--- src/rtl/mips_pkg.sv ---
// Shared MIPS subset definitions: opcode/funct constants, instruction formats
// and loader state encoding, common to the loader and the control unit.
package mips_pkg;

    localparam logic [5:0] OP_RTYPE = 6'b000000;
    localparam logic [5:0] OP_LW    = 6'b100011;
    localparam logic [5:0] OP_SW    = 6'b101011;
    localparam logic [5:0] OP_ADDI  = 6'b001000;
    localparam logic [5:0] OP_BEQ   = 6'b000100;
    localparam logic [5:0] OP_J     = 6'b000010;

    localparam logic [5:0] FN_ADD   = 6'b100000;
    localparam logic [5:0] FN_SUB   = 6'b100010;
    localparam logic [5:0] FN_SLT   = 6'b101010;
    localparam logic [5:0] FN_MUL   = 6'b011100;

    typedef enum logic [1:0] {
        FMT_R,
        FMT_I,
        FMT_J,
        FMT_ILLEGAL
    } instr_fmt_e;

    typedef enum logic [1:0] {
        ST_IDLE,
        ST_LOAD,
        ST_DONE
    } loader_state_e;

    function automatic logic is_legal_funct(input logic [5:0] funct);
        return funct inside {FN_ADD, FN_SUB, FN_SLT, FN_MUL};
    endfunction

endpackage

--- src/rtl/mips_instr_encoder.sv ---
// Combinational encoder: classifies an opcode/funct pair and packs the
// relevant fields into a 32-bit R/I/J word; illegal pairs yield a zero word.
module mips_instr_encoder
    import mips_pkg::*;
(
    input  logic [5:0]  in_opcode,
    input  logic [5:0]  in_funct,
    input  logic [4:0]  in_rs,
    input  logic [4:0]  in_rt,
    input  logic [4:0]  in_rd,
    input  logic [4:0]  in_shamt,
    input  logic [15:0] in_imm,
    input  logic [25:0] in_target,
    output instr_fmt_e  fmt,
    output logic [31:0] word
);

    always_comb begin
        fmt  = FMT_ILLEGAL;
        word = '0;
        case (in_opcode)
            OP_RTYPE: begin
                if (is_legal_funct(in_funct)) begin
                    fmt  = FMT_R;
                    word = {in_opcode, in_rs, in_rt, in_rd, in_shamt, in_funct};
                end
            end
            OP_LW, OP_SW, OP_ADDI, OP_BEQ: begin
                fmt  = FMT_I;
                word = {in_opcode, in_rs, in_rt, in_imm};
            end
            OP_J: begin
                fmt  = FMT_J;
                word = {in_opcode, in_target};
            end
            default: ;
        endcase
    end

endmodule

--- src/rtl/instr_mem_loader.sv ---
// Instruction-memory writer: accepts decoded fields over valid/ready, encodes
// legal instructions and writes them to sequential word addresses.
module instr_mem_loader #(
    parameter int unsigned ADDR_W    = 32,
    parameter int unsigned DEPTH     = 64,
    parameter int unsigned BASE_ADDR = 0
) (
    input  logic                       clk,
    input  logic                       rst_n,
    input  logic                       start,
    input  logic                       finish,
    input  logic                       in_valid,
    output logic                       in_ready,
    input  logic [5:0]                 in_opcode,
    input  logic [5:0]                 in_funct,
    input  logic [4:0]                 in_rs,
    input  logic [4:0]                 in_rt,
    input  logic [4:0]                 in_rd,
    input  logic [4:0]                 in_shamt,
    input  logic [15:0]                in_imm,
    input  logic [25:0]                in_target,
    output logic                       imem_we,
    output logic [ADDR_W-1:0]          imem_addr,
    output logic [31:0]                imem_wdata,
    output logic [$clog2(DEPTH+1)-1:0] count,
    output logic                       done,
    output logic                       err
);
    import mips_pkg::*;

    localparam int unsigned        CNT_W = $clog2(DEPTH + 1);
    localparam logic [CNT_W-1:0]  FULL  = CNT_W'(DEPTH);
    localparam logic [ADDR_W-1:0] BASE  = ADDR_W'(BASE_ADDR);

    loader_state_e     state_q, state_d;
    logic [CNT_W-1:0]  count_q, count_d;
    logic [ADDR_W-1:0] wr_addr_q, wr_addr_d;
    logic [ADDR_W-1:0] imem_addr_q, imem_addr_d;
    logic [31:0]       imem_wdata_q, imem_wdata_d;
    logic              imem_we_q, imem_we_d;
    logic              err_q, err_d;
    logic              xfer;
    instr_fmt_e        enc_fmt;
    logic [31:0]       enc_word;

    mips_instr_encoder u_enc (
        .in_opcode (in_opcode),
        .in_funct  (in_funct),
        .in_rs     (in_rs),
        .in_rt     (in_rt),
        .in_rd     (in_rd),
        .in_shamt  (in_shamt),
        .in_imm    (in_imm),
        .in_target (in_target),
        .fmt       (enc_fmt),
        .word      (enc_word)
    );

    always_comb begin
        state_d      = state_q;
        count_d      = count_q;
        wr_addr_d    = wr_addr_q;
        imem_addr_d  = imem_addr_q;
        imem_wdata_d = imem_wdata_q;
        imem_we_d    = 1'b0;
        err_d        = err_q;
        in_ready     = (state_q == ST_LOAD) && (count_q < FULL);
        xfer         = in_valid && in_ready;

        // start wins over finish and discards any transfer offered alongside it
        if (start) begin
            state_d     = ST_LOAD;
            count_d     = '0;
            wr_addr_d   = BASE;
            imem_addr_d = BASE;
            err_d       = 1'b0;
        end else if (state_q == ST_LOAD) begin
            if (xfer) begin
                if (enc_fmt != FMT_ILLEGAL) begin
                    imem_we_d    = 1'b1;
                    imem_wdata_d = enc_word;
                    imem_addr_d  = wr_addr_q;
                    wr_addr_d    = wr_addr_q + ADDR_W'(4);
                    count_d      = count_q + CNT_W'(1);
                end else begin
                    err_d = 1'b1;
                end
            end
            if (finish || count_d == FULL) begin
                state_d = ST_DONE;
            end
        end
    end

    always_ff @(posedge clk) begin
        if (!rst_n) begin
            state_q      <= ST_IDLE;
            count_q      <= '0;
            wr_addr_q    <= BASE;
            imem_addr_q  <= BASE;
            imem_wdata_q <= '0;
            imem_we_q    <= 1'b0;
            err_q        <= 1'b0;
        end else begin
            state_q      <= state_d;
            count_q      <= count_d;
            wr_addr_q    <= wr_addr_d;
            imem_addr_q  <= imem_addr_d;
            imem_wdata_q <= imem_wdata_d;
            imem_we_q    <= imem_we_d;
            err_q        <= err_d;
        end
    end

    assign imem_we    = imem_we_q;
    assign imem_addr  = imem_addr_q;
    assign imem_wdata = imem_wdata_q;
    assign count      = count_q;
    assign done       = (state_q == ST_DONE);
    assign err        = err_q;

endmodule

--- config.mk ---
export PLATFORM = sky130hd
export DESIGN_NAME = instr_mem_loader
export DESIGN_NICKNAME = d
export VERILOG_FILES = /design/src/rtl/mips_pkg.sv /design/src/rtl/mips_instr_encoder.sv /design/src/rtl/instr_mem_loader.sv
export SDC_FILE = /design/constraint.sdc
export NUM_CORES = 1
export LEC_CHECK = 0
export CAP_MARGIN = 15
export CORE_MARGIN = 5
export CORE_UTILIZATION = 50
export DETAILED_ROUTE_END_ITERATION = 12
export GPL_TIMING_DRIVEN = 0
export PLACE_DENSITY = 0.86
export SLEW_MARGIN = 10
export SYNTH_ARGS = -nofsm -noshare
export SYNTH_HDL_FRONTEND = slang
export SYNTH_SLANG_ARGS = --single-unit
--- constraint.sdc ---
create_clock -name clk -period 4 [get_ports clk]
set_input_delay 0.8 -clock clk [delete_from_list [all_inputs] [get_ports clk]]
set_output_delay 0.8 -clock clk [all_outputs]
set_load 0.05 [all_outputs]
==> impl_results.md <==
* Post-Synthesis Mean Instance Area at 8.74 µm²
* Gr usage total at 0.261
* CP top delay family: compound AO/OA/AOI/OAI gates
* Sw frac at 0.205
* Max-cap violations at 0
* P_sw at 0.446 mW
* Initial Util at 0.514
* Status: finished, final reports clean
* Buf/Inv on CP at 1
* Global-route wire length before repair at 24300 µm
* Post-route worst setup slack at 0.739 ns
* Peak Freq at 307 MHz
* Cell count after synthesis at 546
* Leak at 2.09 nW
* Reg2Reg Setup Slack at 1.76 ns
* Drt drc at 0
* Final Setup Violations at 0
* Most frequent cells in the layout: clkdlybuf4s50_1, dfxtp_1, nand2_1, a21oi_1, nor2_1
* Sequential power share at 0.474
* DR WL/cell at 17.8 µm
* CP Max Fanout at 10
* WL met3 at 1410 µm
* Sequential cell area fraction in the yosys report at 0.432
* # port buffers at 148
* Number of DRC markers in iteration 0 at 356
* Post-route cell area at 0.00673 mm²
* Final nets at 787
* Worst-case reg-to-reg path depth at 7
* Period utilization at 0.815
* Comb pwr share at 0.082
* Power Dens Cells at 323 mW/mm²
* Clock transition at path regs at 0.09 ns
* DP Wirelength at 11200 µm
* Critical R2R Launch: count[6]$_SDFFE_PP0P_
* Die height at 108 µm
* Largest net degree at the start of global routing at 17
* TritonCTS clock tree: built
* Skew-Pair Late Insertion Delay at 0.37 ns
* Min-Delay Path Class: reg -> reg
* Met1 wire length at 5750 µm
* Hold_sp: imem_wdata[30]$_SDFFE_PN0P_
* Max layer used: met4
* Met2 wire len at 7310 µm
* Main flop type after synthesis: dfxtp_1
* Dpl cell area at 0.00642 mm²
* Initial antenna violation count at 0
* Unrepaired setup endpoints after global routing: no
* Nature of the critical path startpoint: primary input
* Post-CTS Resized at 0
* Int Pwr at 1.73 mW
* Setup TNS at 0 ns
* Post-CTS setup buffers at 0
* Layout Utilization at 0.725
* Critical Path AT at 3.56 ns
* Pin slew with the least headroom to its limit at 1.16 ns
* Post-layout minimum cycle time at 3.26 ns
* CTS Root Cell: clkbuf_8
* Slowest Stage Delay on Critical Path at 1.03 ns
* Pre-CTS setup slack at 0.371 ns
* Synth cell types at 65
* CTS Hold Bufs at 0
* Number of CTS-inserted buffers at 9
* Final GP Congestion at 0.852
* Commonest non-fill, non-tap cell in the layout: clkdlybuf4s50_1
* Clock power frac at 0.444
* Number of diodes at 0
* Worst clock skew at 0.00920 ns
* Vias per cell at 5.92
* Sequential Area at 0.00206 mm²
* Top post-synthesis cells by area: dfxtp_1, a21oi_1, nand2_1
* Synthesized cell area at 0.00477 mm²
* Sink Count at 103
* Multi-input gate area at 0.00238 mm²
* # rows at 35
* Rel. slew slack at 0.228
* Max-slew violation count at 0
* Fin. Hold Viols at 0
* Worst setup EP type: flop
* Share of cells above drive strength 1 at 0.0942
* Endpoint of the worst hold path: imem_wdata[30]$_SDFFE_PN0P_
* Setup CP Type: in -> reg
* Via count at 4973
* Die ar. at 0.0116 mm²
* Total routed wirelength at 15000 µm
* Worst R2R End: imem_wdata[8]$_SDFFE_PN0P_
* Number of synthesized flops with an enable pin at 0
* Remaining Overflow, GRT at 0
* H-Tree Depth at 3
* Clock Path Buffers at 2
* Hold Path Cell Cnt at 2
* Hold WS at 0.441 ns
* Post-route ant nets at 0
* WP data required at 4.30 ns
* Async set-reset flop share out of synthesis at 0
* Critical-path cell list: clkdlybuf4s50_1 -> nor4b_1 -> mux2i_2 -> a2111oi_2 -> a22oi_1 -> a21oi_1
* Largest area contributor in the netlist: dfxtp_1
* Vias in the first global route at 5061
* I/O pins at 154
* Synth Register Bits at 103
* Fillers at 706
* Die width at 108 µm
* Share of the synthesized area in the top cell type at 0.432
* Synth-to-layout area growth at 40.9%
* Stages on worst setup path at 6
* Yosys warns at 0
* CORE AREA at 0.00928 mm²
* VDD IR max at 217 µV
* DRT Pass-1 Iters at 8
* CP max stage cell: a2111oi_2
## synth_stat cells, types with 7 or more instances
master    number
dfxtp_1      103
or3_1          8
or4_1         17
inv_1          9
a222oi_1      15
nor2_1        34
xnor2_1        7
clkbuf_1      16
a211oi_1      18
buf_6          8
nand3_1       11
nand4_1       10
o21ai_0       21
a22oi_1        7
a21oi_1       71
o31ai_1       15
nand2_1       86
## sequential cells by signal, indices dropped and copies added, names as in the netlist
signal	flops
imem_wdata	32
imem_addr	30
wr_addr_q	30
count	7
state_q	2
err	1
imem_we	1
## how the worst max path moves through the flow
stage | from | slack [ns] | endpoint
floorplan | in_opcode[5] | 1.24 | state_q[0]$_SDFFE_PN0P_
global placement | in_opcode[5] | 0.48 | imem_wdata[10]$_SDFFE_PN0P_
detailed placement | in_funct[5] | 0.37 | imem_wdata[24]$_SDFFE_PN0P_
CTS | in_funct[5] | 0.75 | imem_wdata[24]$_SDFFE_PN0P_
global route | in_opcode[5] | 0.64 | imem_wdata[24]$_SDFFE_PN0P_
finish | in_funct[5] | 0.74 | imem_wdata[24]$_SDFFE_PN0P_
## cell type report
class | instances | share of cell area
buffer | 42 | 0.0446
clock buffer | 10 | 0.0190
tap | 129 | 0.0240
clock inverter | 6 | 0.0268
timing repair buffer | 148 | 0.220
multi-input combinational | 393 | 0.354
sequential | 103 | 0.306
inverter | 9 | 0.00502
## kinds of logic (layout without fill, tap and decap cells)
family / after synthesis / after routing / synth area share
flip-flops: 103 / 103 / 0.432
other: 1 / 2 / 0.000785
XOR/XNOR: 9 / 9 / 0.0165
AO/OA/AOI/OAI: 176 / 176 / 0.251
AND/OR/NAND/NOR: 200 / 200 / 0.215
adder cells (fa/ha/maj): 2 / 2 / 0.00524
buffers and inverters: 51 / 215 / 0.0700
multiplexers: 4 / 4 / 0.00970
## metrics by stage
step / total power [mW] / std cells
global placement: 1.23 / 824
floorplan: 1.13 / 547
CTS: 2.17 / 840
finish: 2.17 / 840
detailed placement: 1.23 / 824
global route: 2.24 / 840
## power groups by stage
stage / combinational [mW] / sequential [mW] / clock, mW
6_report: 0.178 / 1.03 / 0.966
4_1_cts: 0.177 / 1.03 / 0.962
3_3_place_gp: 0.172 / 1.05 / 0
3_5_place_dp: 0.176 / 1.05 / 0
5_1_grt: 0.189 / 1.03 / 1.02
2_1_floorplan: 0.0666 / 1.06 / 0
## tightest hold or removal path, stage by stage (launching register included)
cell and delay, ns:
dfxtp_1 0.32, nand2_1 0.05, nor2_1 0.03
## layer usage
layer | track usage | vias to the layer above
met5 | 0 | -
met3 | 0.0954 | 47
met4 | 0.103 | 0
met2 | 0.448 | 238
met1 | 0.295 | 2349
li1 | - | 2339
Power figures use the tool's default switching activity.
